[src/rtl/pc_fetch_pkg.sv]
// Shared types and constants for the instruction-fetch sequencer.
// Holds the FSM state encoding, reset PC default and word-width constants.
package pc_fetch_pkg;
    localparam int WORD_W = 32;
    localparam int INSTR_W = 32;
    localparam logic [WORD_W-1:0] DEFAULT_RESET_PC = 32'h0000_0000;
    localparam int DEFAULT_IMEM_TIMEOUT = 16;
    localparam logic [WORD_W-1:0] PC_STEP = 32'd4;

    typedef enum logic [1:0] {
        FETCH,
        ISSUE,
        HALT,
        FAULT
    } state_t;
endpackage

[src/rtl/pc_next_sel.sv]
// Combinational next-PC select: jump/jal target, taken branch, or sequential.
// Zero latency; no flow control.
module pc_next_sel
    import pc_fetch_pkg::*;
(
    input  logic [WORD_W-1:0]  pc_plus4,
    input  logic [INSTR_W-1:0] instr,
    input  logic               jump,
    input  logic               jal,
    input  logic               branch,
    input  logic               bne,
    input  logic               zero,
    output logic [WORD_W-1:0]  next_pc
);
    logic [WORD_W-1:0] br_off;
    logic              taken;

    assign br_off = {{14{instr[15]}}, instr[15:0], 2'b00};
    assign taken  = branch & (bne ? ~zero : zero);

    always_comb begin
        next_pc = pc_plus4;
        if (jump || jal) begin
            next_pc = {pc_plus4[31:28], instr[25:0], 2'b00};
        end else if (taken) begin
            next_pc = pc_plus4 + br_off;
        end
    end
endmodule

[src/rtl/pc_fetch.sv]
// Fetch/issue sequencer: requests a word from imem, presents it for one ISSUE cycle, then advances PC.
// Instruction visible the cycle after imem_ready; stall extends ISSUE; halts on unknown opcode or imem timeout.
module pc_fetch
    import pc_fetch_pkg::*;
#(
    parameter logic [WORD_W-1:0] RESET_PC     = DEFAULT_RESET_PC,
    parameter int                IMEM_TIMEOUT = DEFAULT_IMEM_TIMEOUT
) (
    input  logic               clk,
    input  logic               reset,
    output logic               imem_req,
    output logic [WORD_W-1:0]  imem_addr,
    input  logic [INSTR_W-1:0] imem_rdata,
    input  logic               imem_ready,
    output logic [INSTR_W-1:0] instr,
    output logic               instr_valid,
    output logic [WORD_W-1:0]  pc,
    output logic [WORD_W-1:0]  pc_plus4,
    input  logic               Jump,
    input  logic               Jal,
    input  logic               Branch,
    input  logic               BNE,
    input  logic               UnknownOpcode,
    input  logic               zero,
    input  logic               stall,
    output logic               halted,
    output logic               fault,
    output logic [WORD_W-1:0]  retired
);
    localparam int TW = $clog2(IMEM_TIMEOUT + 1);
    localparam logic [TW-1:0] TMO_LIMIT = TW'(IMEM_TIMEOUT);

    state_t             state_q, state_d;
    logic [TW-1:0]      tmo_q, tmo_d, tmo_inc;
    logic [WORD_W-1:0]  pc_q, retired_q, next_pc;
    logic [INSTR_W-1:0] instr_q;
    logic               load_instr, advance;

    assign pc_plus4  = pc_q + PC_STEP;
    assign pc        = pc_q;
    assign imem_addr = pc_q;
    assign instr     = instr_q;
    assign retired   = retired_q;
    assign tmo_inc   = tmo_q + 1'b1;

    pc_next_sel u_next_sel (
        .pc_plus4 (pc_plus4),
        .instr    (instr_q),
        .jump     (Jump),
        .jal      (Jal),
        .branch   (Branch),
        .bne      (BNE),
        .zero     (zero),
        .next_pc  (next_pc)
    );

    always_comb begin
        state_d    = state_q;
        tmo_d      = tmo_q;
        load_instr = 1'b0;
        advance    = 1'b0;
        case (state_q)
            FETCH: begin
                if (imem_ready) begin
                    load_instr = 1'b1;
                    tmo_d      = '0;
                    state_d    = ISSUE;
                end else begin
                    tmo_d = tmo_inc;
                    if (tmo_inc == TMO_LIMIT) begin
                        state_d = FAULT;
                    end
                end
            end
            ISSUE: begin
                // An unknown opcode halts even if the datapath is stalling.
                if (UnknownOpcode) begin
                    state_d = HALT;
                end else if (!stall) begin
                    advance = 1'b1;
                    state_d = FETCH;
                end
            end
            HALT:    state_d = HALT;
            FAULT:   state_d = FAULT;
            default: state_d = state_q;
        endcase
    end

    // imem_req is gated by reset so it stays low while reset is held.
    assign imem_req    = (state_q == FETCH) && !reset;
    assign instr_valid = (state_q == ISSUE);
    assign halted      = (state_q == HALT);
    assign fault       = (state_q == FAULT);

    always_ff @(posedge clk) begin
        if (reset) begin
            state_q   <= FETCH;
            tmo_q     <= '0;
            pc_q      <= RESET_PC;
            instr_q   <= '0;
            retired_q <= '0;
        end else begin
            state_q <= state_d;
            tmo_q   <= tmo_d;
            if (load_instr) begin
                instr_q <= imem_rdata;
            end
            if (advance) begin
                pc_q      <= next_pc;
                retired_q <= retired_q + 32'd1;
            end
        end
    end
endmodule
[config.mk]
export PLATFORM = sky130hd
export DESIGN_NAME = pc_fetch
export DESIGN_NICKNAME = d
export VERILOG_FILES = /design/src/rtl/pc_fetch_pkg.sv /design/src/rtl/pc_next_sel.sv /design/src/rtl/pc_fetch.sv
export SDC_FILE = /design/constraint.sdc
export NUM_CORES = 1
export LEC_CHECK = 0
export ABC_CLOCK_PERIOD_IN_PS = 3400
export CAP_MARGIN = 20
export CORE_UTILIZATION = 44
export DETAILED_ROUTE_END_ITERATION = 7
export PLACE_DENSITY = 0.79
export SYNTH_ARGS = -nofsm -noshare
export SYNTH_HDL_FRONTEND = slang
export SYNTH_HIERARCHICAL = 1
export SYNTH_SLANG_ARGS = --single-unit
[constraint.sdc]
create_clock -name clk -period 3.4 [get_ports clk]
set_input_delay 0.51 -clock clk [delete_from_list [all_inputs] [get_ports clk]]
set_output_delay 0.51 -clock clk [all_outputs]
set_load 0.005 [all_outputs]
==> results of run 1 <==
[through the flow]
step                std cells  instance area, um2  util (%)
floorplan                 933                6873         -
global placement         1326                9325     61.34
detailed placement       1326                9325     61.34
CTS                      1346                9657     63.52
global route             1356               10030     65.96
finish                   1356               10030     65.96
[registers in the layout, summed over array words and instances, names as in the netlist]
register   cells
imem_addr     32
instr         32
retired       32
state_q        2
tmo_q          5
[area by class of cell]
class                   count  area, um2  area share, %
clock buffers              10      229.0          2.284
clock inverters             6      50.05         0.4991
inverters                  19      71.32         0.7113
multi-input cells         731       4609          45.97
flip-flops and latches    103       2072          20.66
well taps                 188      235.2          2.346
repair buffers            299       2760          27.53
[tightest hold or removal path, stage by stage, from the launching register on]
cell and delay [ps]:
dfxtp_1 310, nand2_1 50, a21oi_1 50
[synth_stat cells, drive strengths merged, types with 3 or more instances]
cell	instances
a21oi	121
o21ai	41
a21o	12
nor3	9
xnor2	35
a211oi	7
nand3	25
inv	19
dfxtp	103
nand4	26
nor2	75
nor4	3
or3	4
ha	36
clkbuf	41
nand3b	3
o21bai	5
and2	8
buf	39
or4	3
o21a	3
and4	4
o22ai	5
a31oi	5
mux2i	8
and3	19
o31ai	3
nand2	194
nor2b	3
xor2	44
o31a	3
[what timing repair did]
action	4_1_cts	5_1_grt
gates resized for setup	5	65
setup endpoints to repair	3	19
pin swaps	1	33
setup buffers	4	10
[layer usage]
metal | vias up | GRT usage [%]
met2 | 306 | 45.37
met3 | 42 | 4.724
li1 | 3644 | -
met1 | 3623 | 35.59
met4 | 0 | 8.473
met5 | - | 0
[how the worst min path moves through the flow]
stage | endpoint | slack, ps
final | instr[28] | 460
after global placement | instr[30] | 440
after detailed placement | instr[29] | 450
after CTS | instr[29] | 460
after global routing | instr[29] | 490
after floorplan | instr[26] | 450
[power by group through the flow]
stage	Sequential (W)	Clock [W]	Combinational, W
5_1_grt	0.00140	0.00109	0.00115
4_1_cts	0.00138	0.00104	0.00100
2_1_floorplan	0.00140	0	0.000539
6_report	0.00138	0.00102	0.00105
3_3_place_gp	0.00141	0	0.000975
3_5_place_dp	0.00141	0	0.000992
[cell families after synthesis]
| logic type | Yosys count | synth area share (%) |
|---|---|---|
| adder cells (fa/ha/maj) | 37 | 6.868 |
| XOR/XNOR | 79 | 10.10 |
| buffers and inverters | 99 | 7.434 |
| AND/OR/NAND/NOR | 385 | 25.42 |
| flip-flops | 103 | 30.10 |
| AO/OA/AOI/OAI | 221 | 18.74 |
| multiplexers | 9 | 1.333 |
==> impl_metrics.tcl, run 1 <==
set metrics [dict create \
    ys.flop_type "dfxtp_1" \
    dieHeight_um 126.8 \
    crit_buf_inv 3 \
    layout_commonest_cell "clkdlybuf4s50_1" \
    drive_gt1_share_pct 15.75 \
    synth_area_leaders "dfxtp_1 (30%), nand2_1 (11%), a21oi_1 (8.8%)" \
    antenna_cells 0 \
    area_delta_synth_final_pct 46.37 \
    via_per_inst 5.616 \
    seqPwrFrac_pct 40.0 \
    p_leak_nw 3.984 \
    rsz0062_at_grt "yes" \
    numPortBuffers 205 \
    final_cell_mix "clkdlybuf4s50_1 (202), nand2_1 (190), a21oi_1 (111)" \
    critical_path_peak_fanout 4 \
    layout_setup_ws_ps 23.26 \
    synth_area_leader_cell "dfxtp_1" \
    hold_path.class "register to register" \
    crit_start "imem_addr[18]" \
    critPathLaunchType "register" \
    cts_tree "built" \
    crit_required_ps 3680 \
    path_common_cell "buf_4" \
    vdd_ir_drop_max_mv 0.3009 \
    routed.top_layer "met4" \
    clock_sinks 103 \
    comb_power_share_pct 30.5 \
    reg2reg_to "imem_addr[29]" \
    core_area_mm2 0.01520 \
    status "complete, no violations" \
    yosys_register_bits 103 \
    drc 0 \
    hold_ws_ps 458.8 \
    syn_nets 1012 \
    place_ws_ps 8.318 \
    whs_path_depth 2 \
    crit_arrival_ps 3660 \
    max_freq_ghz 0.2961 \
    num-nets-final 1242 \
    met1_length_um 9884 \
    htreeDepth 3 \
    wl_met3_um 1602 \
    critical_path.endpoint "imem_addr[29]" \
    hold_viol_final 0 \
    die_w_um 126.8 \
    place.gp.congestion 0.9571 \
    drt-initial-drc-count 633 \
    cp_top_family "simple AND/OR/NAND/NOR gates" \
    reg2regPathDepth 17 \
    powerDensity_mw_per_mm2 345.1 \
    rrSetupSlack_ps 20 \
    worst_pin_slew_ps 1116 \
    placementRows 45 \
    place_hpwl_um 16470 \
    ant_nets 0 \
    hp-start "instr[28]" \
    clk_latency_ps 360 \
    vias 7615 \
    synth.top_cell.area_share_pct 30.10 \
    fill_cells 1289 \
    grt_pass1_wl_um 35250 \
    clock_path_buffers 2 \
    cts_root_buf "clkbuf_16" \
    critical_path.endpoint_type "register" \
    start_util_pct 45.06 \
    track_usage_pct 27.13 \
    wirelength_um 22660 \
    dieArea_mm2 0.01607 \
    path_class "register to register" \
    fin_crit_sh_pct 99.32 \
    yosys_warnings 6 \
    slowest_delay_ps 330 \
    grt_pass1_vias 6826 \
    relSlewSlack_pct 25.59 \
    p_switching_w 0.001160 \
    async_flop_share_pct 0 \
    antenna_found_initial 0 \
    numCtsBuffers 9 \
    reg2reg_from "imem_addr[18]" \
    drt-wirelength-per-cell_um 16.71 \
    maxCapViolCount 0 \
    path_cells "nand4_1 > nor4_2 > buf_4 > nand4_1 > buf_4 > nor2_1 > xor2_1 > ha_1 > buf_4 > nand2_1 > nor2_1 > a221o_1 > a31o_2 > xnor2_2 > o21ai_1 > nand2_1 > a21oi_1" \
    crit_path_top_delay_cell "dfxtp_2" \
    drtPass1Iterations 5 \
    synthesis.area_mm2 0.006850 \
    synth_edf_count 0 \
    p_int_w 0.002300 \
    hold_buffers 0 \
    grt_max_degree 105 \
    switching_share_pct 33.54 \
    netlist-cell-type-count 60 \
    cp.depth 17 \
    overflow 0 \
    finalClockSkew_ps 8.242 \
    synth.avg_cell_area_um2 7.342 \
    syn_inst 933 \
    io_pins 206 \
    dr_wl_met2_um 10690 \
    setup-tns-final_ps 0 \
    synth-seq-area-share_pct 30.10 \
    setup_viol 0 \
    path_clk_slew_ps 70 \
    slew_violations 0 \
    fin_total_pwr_w 0.003460 \
    period_needed_ps 3377 \
    power.share.clock_pct 29.5 \
]
Note: power is estimated with default switching activity, not from simulation.
==> run 2, diff against run 1 <==
--- a/config.mk
+++ b/config.mk
@@ -5,9 +5,11 @@
 export SDC_FILE = /design/constraint.sdc
 export NUM_CORES = 1
 export LEC_CHECK = 0
+export ABC_AREA = 0
 export ABC_CLOCK_PERIOD_IN_PS = 3400
 export CAP_MARGIN = 20
 export CORE_UTILIZATION = 44
+export CTS_CLUSTER_SIZE = 30
 export DETAILED_ROUTE_END_ITERATION = 7
 export PLACE_DENSITY = 0.79
 export SYNTH_ARGS = -nofsm -noshare
==> results of run 2 <==
No change in the layout: final DEF, timing and power equal those of run 1.
==> run 3, diff against run 2 <==
--- a/config.mk
+++ b/config.mk
@@ -7,7 +7,7 @@
 export LEC_CHECK = 0
 export ABC_AREA = 0
 export ABC_CLOCK_PERIOD_IN_PS = 3400
-export CAP_MARGIN = 20
+export CAP_MARGIN = 25
 export CORE_UTILIZATION = 44
 export CTS_CLUSTER_SIZE = 30
 export DETAILED_ROUTE_END_ITERATION = 7
==> impl_metrics.tcl, run 3 (synthesized netlist as in run 1, its figures left out) <==
set metrics [dict create \
    clock_sinks 103 \
    drive_gt1_share_pct 15.25 \
    power.share.clock_pct 29.7 \
    io_pins 206 \
    drt-initial-drc-count 626 \
    placementRows 45 \
    rrSetupSlack_ps 30 \
    final_cell_mix "clkdlybuf4s50_1 (202), nand2_1 (189), a21oi_1 (111)" \
    worst_pin_slew_ps 711.5 \
    antenna_found_initial 0 \
    setup_viol 0 \
    slew_violations 0 \
    dieArea_mm2 0.01607 \
    numCtsBuffers 9 \
    fin_crit_sh_pct 99.19 \
    seqPwrFrac_pct 40.0 \
    hold_path.class "register to register" \
    layout_commonest_cell "clkdlybuf4s50_1" \
    crit_arrival_ps 3670 \
    numPortBuffers 205 \
    finalClockSkew_ps 8.076 \
    hold_ws_ps 457.8 \
    die_w_um 126.8 \
    p_leak_nw 3.988 \
    grt_max_degree 105 \
    comb_power_share_pct 30.3 \
    place_ws_ps 8.318 \
    crit_start "imem_addr[18]" \
    reg2regPathDepth 16 \
    p_switching_w 0.001159 \
    relSlewSlack_pct 52.57 \
    vias 7559 \
    antenna_cells 0 \
    path_clk_slew_ps 70 \
    hold_viol_final 0 \
    htreeDepth 3 \
    dieHeight_um 126.8 \
    critPathLaunchType "register" \
    layout_setup_ws_ps 27.65 \
    reg2reg_to "imem_addr[31]" \
    cts_root_buf "clkbuf_16" \
    grt_pass1_vias 6826 \
    rsz0062_at_grt "yes" \
    switching_share_pct 33.58 \
    critical_path.endpoint "imem_addr[31]" \
    via_per_inst 5.579 \
    cts_tree "built" \
    drtPass1Iterations 5 \
    reg2reg_from "imem_addr[18]" \
    period_needed_ps 3372 \
    wirelength_um 22600 \
    clock_path_buffers 2 \
    maxCapViolCount 0 \
    grt_pass1_wl_um 35250 \
    critical_path.endpoint_type "register" \
    drc 0 \
    path_class "register to register" \
    critical_path_peak_fanout 4 \
    num-nets-final 1241 \
    status "complete, no violations" \
    vdd_ir_drop_max_mv 0.3016 \
    p_int_w 0.002293 \
    core_area_mm2 0.01520 \
    place.gp.congestion 0.9571 \
    fin_total_pwr_w 0.003453 \
    crit_required_ps 3700 \
    fill_cells 1296 \
    area_delta_synth_final_pct 46.06 \
    ant_nets 0 \
    powerDensity_mw_per_mm2 345.1 \
    max_freq_ghz 0.2965 \
    clk_latency_ps 360 \
    start_util_pct 45.06 \
    place_hpwl_um 16470 \
    track_usage_pct 27.13 \
    overflow 0 \
    drt-wirelength-per-cell_um 16.68 \
]
[run 3: cell types whose count changed in the layout (fill, tap and decap cells not counted), moves of 2 or more]
cell	before	now
o21ai_1	7	5
buf_4	95	93
ha_1	29	31
xnor2_2	9	7
xnor2_1	26	28
o21ai_0	31	33
[run 3: metal layers]
layer / wire (um) / global-route usage (%) / part of all wire [%]
met2: 10620 / 45.37 / 47
met5: 0 / 0 / 0
met1: 9809 / 35.59 / 43
met3: 1680 / 4.724 / 7.4
met4: 486 / 8.473 / 2.2
[run 3: through the flow]
step / utilization [%] / area (um2) / setup TNS, ps / cells
after detailed placement: 61.34 / 9325 / 0 / 1326
final: 65.82 / 10010 / 0 / 1355
after global placement: 61.34 / 9325 / 0 / 1326
after CTS: 63.52 / 9657 / -4.665 / 1346
after floorplan: - / 6873 / 0 / 933
after global routing: 65.82 / 10010 / -560.4 / 1355
[run 3: worst min path at each step]
stage / start / end / slack (ps) / depth (start not counted)
2_1_floorplan: instr[26] / instr[26] / 450 / 2
6_report: instr[29] / instr[29] / 460 / 2
3_5_place_dp: instr[29] / instr[29] / 450 / 2
5_1_grt: instr[29] / instr[29] / 490 / 2
4_1_cts: instr[29] / instr[29] / 460 / 2
3_3_place_gp: instr[30] / instr[30] / 440 / 2
[run 3: critical path, stage by stage, from the launching register on]
cell,delay [ps]
dfxtp_2,330
nand4_1,180
nor4_2,360
buf_4,180
nand4_1,250
nor2_1,210
xor2_1,270
ha_1,300
and3_4,190
nand3_1,100
nor2_1,50
a211oi_1,200
o21a_1,170
mux2i_1,210
xnor2_1,140
nand2_1,80
a21oi_2,120
[run 3: power groups by stage]
stage / combinational (W) / sequential [W] / clock, W
floorplan: 0.000539 / 0.00140 / 0
global placement: 0.000975 / 0.00141 / 0
detailed placement: 0.000992 / 0.00141 / 0
CTS: 0.00100 / 0.00138 / 0.00104
global route: 0.00114 / 0.00139 / 0.00109
finish: 0.00104 / 0.00138 / 0.00103
[run 3: final cells by class]
class	count	area, um2	area share (%)
timing repair buffer	298	2773	27.71
clock buffer	10	229.0	2.288
clock inverter	6	50.05	0.5002
multi-input combinational	731	4576	45.73
inverter	19	71.32	0.7128
sequential	103	2072	20.71
tap	188	235.2	2.351
[run 3: what timing repair did]
item | CTS | global route
pin swaps | 1 | 31
endpoints found under the hold margin | 0 | 0
setup endpoints to repair | 3 | 17
gates resized for setup | 5 | 57
buffers inserted | 4 | 8
hold buffers | 0 | 0
